--- config.mk ---
export PLATFORM = sky130hd
export DESIGN_NAME = fiberin_seq_monitor
export DESIGN_NICKNAME = d
export VERILOG_FILES = /design/src/rtl/fiberin_seq_monitor.sv
export SDC_FILE = /design/constraint.sdc
export NUM_CORES = 2
export LEC_CHECK = 0
export ABC_AREA = 1
export ABC_CLOCK_PERIOD_IN_PS = 5000
export CORE_MARGIN = 5
export CORE_UTILIZATION = 55
export DETAILED_ROUTE_END_ITERATION = 12
export PLACE_DENSITY = 0.73
export SLEW_MARGIN = 15
export SYNTH_ARGS = -nofsm -noshare
export SYNTH_HDL_FRONTEND = slang
export SYNTH_SLANG_ARGS = --single-unit
--- constraint.sdc ---
create_clock -name clk -period 5 [get_ports clk]
set_input_delay 1.5 -clock clk [delete_from_list [all_inputs] [get_ports clk]]
set_output_delay 1.5 -clock clk [all_outputs]
set_load 0.01 [all_outputs]
--- src/rtl/fiberin_seq_monitor.sv ---
// fiberin_seq_monitor
//   Sequence-integrity monitor for NCH fiber channels. On each valid sample,
//   a channel checks that the sample equals the previous sample + 1, modulo
//   2^DATA_W. The lock FSM, the saturating sample and error counters, and the
//   snapshot shadows are all per channel.
//
//   Ports
//     clk, rst_n      clock, async active-low reset
//     valid[NCH]      per-channel sample strobe
//     data_in         channel k at [k*DATA_W +: DATA_W]
//     clear           zero live counters and sat flags (FSM state untouched)
//     snap            copy live counters/status into shadows (pre-update values)
//     rd_sel          shadow readout select (registered); values >= NCH read 0
//     rd_sample_cnt   shadow sample count of the selected channel
//     rd_err_cnt      shadow error count of the selected channel
//     rd_status       {sat_flag, state[1:0], lock} shadow of the selected channel
//     lock[NCH]       channel is LOCKED
//     err_pulse[NCH]  one-cycle strobe per error seen while LOCKED

// Per-channel lane: lock FSM, expected-value tracker, counters, and shadows.
module fiberin_seq_chan #(
  parameter int DATA_W   = 16,
  parameter int CNT_W    = 48,
  parameter int LOCK_CNT = 4,
  parameter int LOSS_CNT = 3
) (
  input  logic              clk,
  input  logic              rst_n,
  input  logic              valid,
  input  logic [DATA_W-1:0] data,
  input  logic              clear,
  input  logic              snap,
  output logic              lock,
  output logic              err_pulse,
  output logic [CNT_W-1:0]  sh_sample,
  output logic [CNT_W-1:0]  sh_err,
  output logic [3:0]        sh_status
);
  localparam int RUN_W  = $clog2(LOCK_CNT + 1);
  localparam int MISS_W = $clog2(LOSS_CNT + 1);

  typedef enum logic [1:0] {UNLOCKED = 2'd0, LOCKING = 2'd1, LOCKED = 2'd2} state_t;

  state_t              state_q, state_d;
  logic [DATA_W-1:0]   exp_q;
  logic [RUN_W-1:0]    run_q, run_d, run_inc;
  logic [MISS_W-1:0]   miss_q, miss_d, miss_inc;
  logic [CNT_W-1:0]    scnt_q, ecnt_q;
  logic                sat_q, lock_q, errp_q;
  logic                good, err_hit;

  assign good     = (data == exp_q);
  assign run_inc  = run_q + RUN_W'(1);
  assign miss_inc = miss_q + MISS_W'(1);

  // State register
  always_ff @(posedge clk or negedge rst_n) begin
    if (!rst_n) state_q <= UNLOCKED;
    else        state_q <= state_d;
  end

  // Next-state logic
  always_comb begin
    state_d = state_q;
    if (valid) begin
      case (state_q)
        UNLOCKED: state_d = LOCKING;
        LOCKING:  if (good && run_inc == RUN_W'(LOCK_CNT)) state_d = LOCKED;
        LOCKED:   if (!good && miss_inc == MISS_W'(LOSS_CNT)) state_d = UNLOCKED;
        default:  state_d = UNLOCKED;
      endcase
    end
  end

  // Output / datapath control
  always_comb begin
    run_d   = run_q;
    miss_d  = miss_q;
    err_hit = 1'b0;
    if (valid) begin
      case (state_q)
        UNLOCKED: begin
          run_d  = '0;
          miss_d = '0;
        end
        LOCKING: begin
          miss_d = '0;
          run_d  = good ? run_inc : '0;
        end
        LOCKED: begin
          if (good) miss_d = '0;
          else begin
            err_hit = 1'b1;
            // miss restarts when the channel drops back to UNLOCKED
            miss_d  = (miss_inc == MISS_W'(LOSS_CNT)) ? '0 : miss_inc;
          end
        end
        default: begin
          run_d  = '0;
          miss_d = '0;
        end
      endcase
    end
  end

  always_ff @(posedge clk or negedge rst_n) begin
    if (!rst_n) begin
      exp_q     <= '0;
      run_q     <= '0;
      miss_q    <= '0;
      scnt_q    <= '0;
      ecnt_q    <= '0;
      sat_q     <= 1'b0;
      lock_q    <= 1'b0;
      errp_q    <= 1'b0;
      sh_sample <= '0;
      sh_err    <= '0;
      sh_status <= '0;
    end else begin
      run_q  <= run_d;
      miss_q <= miss_d;
      lock_q <= (state_d == LOCKED);
      // The pulse marks the detected error even if clear keeps the counter at 0.
      errp_q <= err_hit;
      // Re-arm on every sample, so one glitch costs one error.
      if (valid) exp_q <= data + DATA_W'(1);

      if (clear) begin
        scnt_q <= '0;
        ecnt_q <= '0;
        sat_q  <= 1'b0;
      end else begin
        if (valid) begin
          if (&scnt_q) sat_q  <= 1'b1;
          else         scnt_q <= scnt_q + CNT_W'(1);
        end
        if (err_hit) begin
          if (&ecnt_q) sat_q  <= 1'b1;
          else         ecnt_q <= ecnt_q + CNT_W'(1);
        end
      end

      // Shadows take the pre-edge live values, so snap+clear keeps the old counts.
      if (snap) begin
        sh_sample <= scnt_q;
        sh_err    <= ecnt_q;
        sh_status <= {sat_q, state_q, lock_q};
      end
    end
  end

  assign lock      = lock_q;
  assign err_pulse = errp_q;
endmodule

module fiberin_seq_monitor #(
  parameter  int DATA_W   = 16,
  parameter  int NCH      = 4,
  parameter  int CNT_W    = 48,
  parameter  int LOCK_CNT = 4,
  parameter  int LOSS_CNT = 3,
  localparam int SEL_W    = (NCH > 1) ? $clog2(NCH) : 1
) (
  input  logic                  clk,
  input  logic                  rst_n,
  input  logic [NCH-1:0]        valid,
  input  logic [NCH*DATA_W-1:0] data_in,
  input  logic                  clear,
  input  logic                  snap,
  input  logic [SEL_W-1:0]      rd_sel,
  output logic [CNT_W-1:0]      rd_sample_cnt,
  output logic [CNT_W-1:0]      rd_err_cnt,
  output logic [3:0]            rd_status,
  output logic [NCH-1:0]        lock,
  output logic [NCH-1:0]        err_pulse
);
  logic [NCH-1:0][CNT_W-1:0] sh_sample, sh_err;
  logic [NCH-1:0][3:0]       sh_status;
  logic [SEL_W-1:0]          rd_sel_q;

  for (genvar g = 0; g < NCH; g++) begin : g_ch
    fiberin_seq_chan #(
      .DATA_W(DATA_W), .CNT_W(CNT_W), .LOCK_CNT(LOCK_CNT), .LOSS_CNT(LOSS_CNT)
    ) u_ch (
      .clk       (clk),
      .rst_n     (rst_n),
      .valid     (valid[g]),
      .data      (data_in[g*DATA_W +: DATA_W]),
      .clear     (clear),
      .snap      (snap),
      .lock      (lock[g]),
      .err_pulse (err_pulse[g]),
      .sh_sample (sh_sample[g]),
      .sh_err    (sh_err[g]),
      .sh_status (sh_status[g])
    );
  end

  always_ff @(posedge clk or negedge rst_n) begin
    if (!rst_n) rd_sel_q <= '0;
    else        rd_sel_q <= rd_sel;
  end

  // Any unmatched select (>= NCH) falls through to zero.
  always_comb begin
    rd_sample_cnt = '0;
    rd_err_cnt    = '0;
    rd_status     = '0;
    for (int k = 0; k < NCH; k++) begin
      if (rd_sel_q == SEL_W'(k)) begin
        rd_sample_cnt = sh_sample[k];
        rd_err_cnt    = sh_err[k];
        rd_status     = sh_status[k];
      end
    end
  end
endmodule

==> run summary <==
The finished cells cover 0.05731 mm2. For this design the ratio of total power to cell area is 287.1 mW/mm2. Dividing the detail-routed via count by the number of cells gives 5.657. The setup violation total in the final timing report is 0. During synthesis, Yosys emitted a total of 0 warnings.

For this run, the number of standard cells in the final layout without fillers is 8492. The share of total power in sequential cells came out at 45.7%. The tree is rooted in a sky130_fd_sc_hd__clkbuf_16. The number of buffers and inverters on the critical path is 3. Clock latency on the worst-skew pair, taken at its later pin, is 0.69 ns.

The cell area after synthesis was 0.05120 mm2. In the layout the commonest cells are sky130_fd_sc_hd__nand2_1 (2167), sky130_fd_sc_hd__dfrtp_1 (890), sky130_fd_sc_hd__nor2_1 (878). At the pin with the least slew margin, the transition time is 1.140 ns. The global-route usage over all layers was 34.45%; the I/O pin count was 182. The first global-routing pass estimated 266900 um of wire. The logs give 61.69% for the end-of-flow core utilization and 7259 for the number of nets at the end of the flow. Net switching is 25.54% of the power. The worst max-slew margin expressed relative to the limit was 23.97%; the worst-case setup margin in the final layout was 0.1186 ns.

The clock sink total is 890. The post-route netlist has 5.458% of its cells at a drive strength greater than 1. The start point of the worst min-delay path was g_ch[0].u_ch.miss_q[1]$_DFFE_PN0P_. The average size of a mapped cell is 7.191 um2, and the register bit total from synthesis is 890. The floorplan has 112 rows. Initial DRC count: 5182. The unique cell type count in the Yosys netlist was 46. The die extent in y was 315.1 um; the sum of net half-perimeters after detailed placement was 129900 um. The stage delay of the slowest cell on the critical path works out to 0.57 ns. The signal on the critical path passes through nor2_2, inv_2, buf_4, o22ai_1, a21oi_1, o21ai_0, clkdlybuf4s50_1. The congestion estimate from routability-driven global placement came to 0.9738. The logs give 0.8778 ns for the worst slack at placement and 0 for the post-CTS setup-driven buffer insertion count.

Wires add up to 173800 um. The number of hold-repair buffers added at the cts stage came out at 0. The dominant delay contributor by cell family on the critical path is buffers and inverters. The largest individual stage delay along the critical path comes from the cell sky130_fd_sc_hd__clkdlybuf4s50_1.

The run gives 3.38 ns as the data arrival time at the worst-slack endpoint. TritonCTS built the clock tree. In this run the static leakage power is 24.60 nW. The logs give 16.46 mW for the total power consumption of the routed design and 3 for the maximum clock path buffer count. The sequential fraction of the synthesis area was 43.50%.

The clock tree synthesis step divided the H-tree into 3 levels. The tightest hold path in the finished design has a slack of 0.4715 ns. The number of nets with antenna violations after routing came out at 0.

STA classifies the critical path endpoint as a primary output. The logs give 7 for the number of optimization iterations in the first detailed-route pass and 0 for the hold violation total from the final report. Adding up every negative setup slack in the final design gives 0 ns. Setup repair after global routing left no endpoint under its margin. The number of placed instances, taps included, is 8319.

Buffers inserted during clock tree synthesis total 98. The worst setup path is of the flop to primary output kind. The largest clock skew in the final design is 0.02853 ns. The tightest min-delay check is of the flop to flop type. Buffers placed on the I/O ports in this run total 181. Once the clock tree was built, the resizer swapped 0 gates to a different size. The routed layout has 48.04k vias.

For this run, design rule violations remaining after detail routing come to 0. Of the available clock period, the critical path in the final layout requires 97.63%. The final count of pins violating max slew was 0. The kind of start point of the critical path is a flop.

The logs give 442.7 uV for the peak supply drop and 0.09291 mm2 for the total core area. The run gives 45.32k as the number of global-route vias before repair. Summed over all layers, the global routing overflow is 0. The run gives 55.11% as the initial core utilization. The overall die area was 0.09929 mm2; the area growth from synthesis to layout was 11.94%. Counting every instance in the synthesized netlist gives 7120. Across the run, the number of max-cap violations was 0. Horizontal extent of the die: 315.1 um. The initial antenna violation count came out at 3. The net count after synthesis came out at 7214. The reg-to-reg critical path startpoint was g_ch[1].u_ch.ecnt_q[0]$_DFFE_PN0P_. Summing all placed instances gives a cell area of 0.05398 mm2. The library cell used most frequently in the layout, excluding fill and tap cells, is sky130_fd_sc_hd__nand2_1. The most critical setup path has its startpoint at rd_sel_q[0]$_DFF_PN0_. The data required time of the critical path is 3.50 ns, and the internal power consumption is 12.25 mW. In the final routed layout, each cell accounts on average for 20.47 um. The biggest fanout along the worst timing path is 42, and the clock-pin slew on the worst setup and hold paths is 0.06 ns. The run gives 4.203 mW as the net switching power. Entering global routing, the biggest net connects 206 pins. The final critical-path required period works out to 4.881 ns. The run finished with clean final reports. Combinational logic burns 8.1% of the power. Based on the critical path, the design can be clocked at up to 204.9 MHz. The clock network is responsible for 46.2% of the overall power.
-- final cells by class --
type	count	area [um2]
fillers	8627	35600
multi-input cells	5215	24850
flip-flops and latches	890	22270
clock buffers	135	2813
inverters	710	2675
repair buffers	250	2616
well taps	1254	1569
clock inverters	37	520.5
diodes	1	2.502
-- cell families (layout without fill, tap and decap cells) --
| family | after synthesis | in the layout | share of synthesized area, % |
|---|---|---|---|
| xor+xnor | 286 | 286 | 4.892 |
| fa+ha+maj | 20 | 20 | 0.4887 |
| compound gates | 852 | 852 | 8.939 |
| simple gates | 4008 | 4008 | 33.01 |
| mux | 49 | 49 | 1.075 |
| flops | 890 | 890 | 43.50 |
| buf+inv | 1015 | 1132 | 8.096 |
| other cells | 0 | 1 | 0 |
-- power groups by stage --
stage	registers, mW	logic (mW)	clock network [mW]
after global placement	7.64	1.30	0
final	7.52	1.33	7.61
after detailed placement	7.65	1.32	0
after global routing	7.53	1.47	7.98
after floorplan	7.59	0.779	0
after CTS	7.52	1.32	7.70
-- worst paths after layout --
check / end / slack (ns) / cells past startpoint
min in group asynchronous: g_ch[1].u_ch.scnt_q[47]$_DFFE_PN0P_ / 0.88 / 1
worst min-delay path: g_ch[0].u_ch.miss_q[0]$_DFFE_PN0P_ / 0.47 / 1
worst max register to register: g_ch[1].u_ch.ecnt_q[31]$_DFFE_PN0P_ / 1.56 / 12
max in group asynchronous: g_ch[1].u_ch.ecnt_q[20]$_DFFE_PN0P_ / 2.99 / 2
worst max-delay path: rd_err_cnt[45] / 0.12 / 7
worst min register to register: g_ch[0].u_ch.miss_q[0]$_DFFE_PN0P_ / 0.47 / 1
-- state kept, by name, indices dropped and copies added, names as in the netlist --
| signal | count |
|---|---|
| g_ch.u_ch.ecnt_q | 192 |
| g_ch.u_ch.scnt_q | 192 |
| g_ch.u_ch.sh_err | 192 |
| g_ch.u_ch.sh_sample | 192 |
| g_ch.u_ch.exp_q | 64 |
| g_ch.u_ch.sh_status | 16 |
| g_ch.u_ch.run_q | 12 |
| g_ch.u_ch.miss_q | 8 |
| g_ch.u_ch.state_q | 8 |
| g_ch.u_ch.err_pulse | 4 |
| g_ch.u_ch.lock | 4 |
| g_ch.u_ch.sat_q | 4 |
| rd_sel_q | 2 |
-- cell usage after synthesis (all sizes together) --
cell type,number,share of area [%]
o22ai,89,1.1
nand3b,60,0.88
mux2,48,1.1
a21oi,169,1.7
o21ba,1,0.020
a221oi,22,0.38
ha,20,0.49
buf,130,1.6
inv,708,5.2
nor3,165,1.7
o2111ai,1,0.017
nand2,2178,16
o21bai,16,0.23
nand4,168,2.1
o21ai,543,5.4
clkinv,2,0.015
o21a,2,0.029
xor2,213,3.6
nor2,900,6.7
nor3b,2,0.029
dfrtp,890,43
and2,3,0.037
xnor2,73,1.2
nand3,523,5.5
a21o,4,0.059
a31oi,2,0.024
or2,9,0.11
mux2i,1,0.020
o31ai,3,0.044
clkbuf,175,1.3
-- worst reg2reg max path, delay by kind of cell, from the launching register on --
family | cells | cell delay [ns]
simple gates | 10 | 2.25
flops | 1 | 0.53
fa+ha+maj | 1 | 0.46
buf+inv | 1 | 0.09
-- per-layer routing --
metal / up-vias / share of wire [%] / routed length, um / global-route usage (%)
li1: 22880 / - / - / -
met1: 22990 / 44 / 76490 / 49.98
met2: 1853 / 44 / 76700 / 52.59
met3: 304 / 8.7 / 15050 / 7.171
met4: 2 / 3.2 / 5559 / 10.07
met5: - / 0.0075 / 13 / 0
Power figures use the tool's default switching activity.
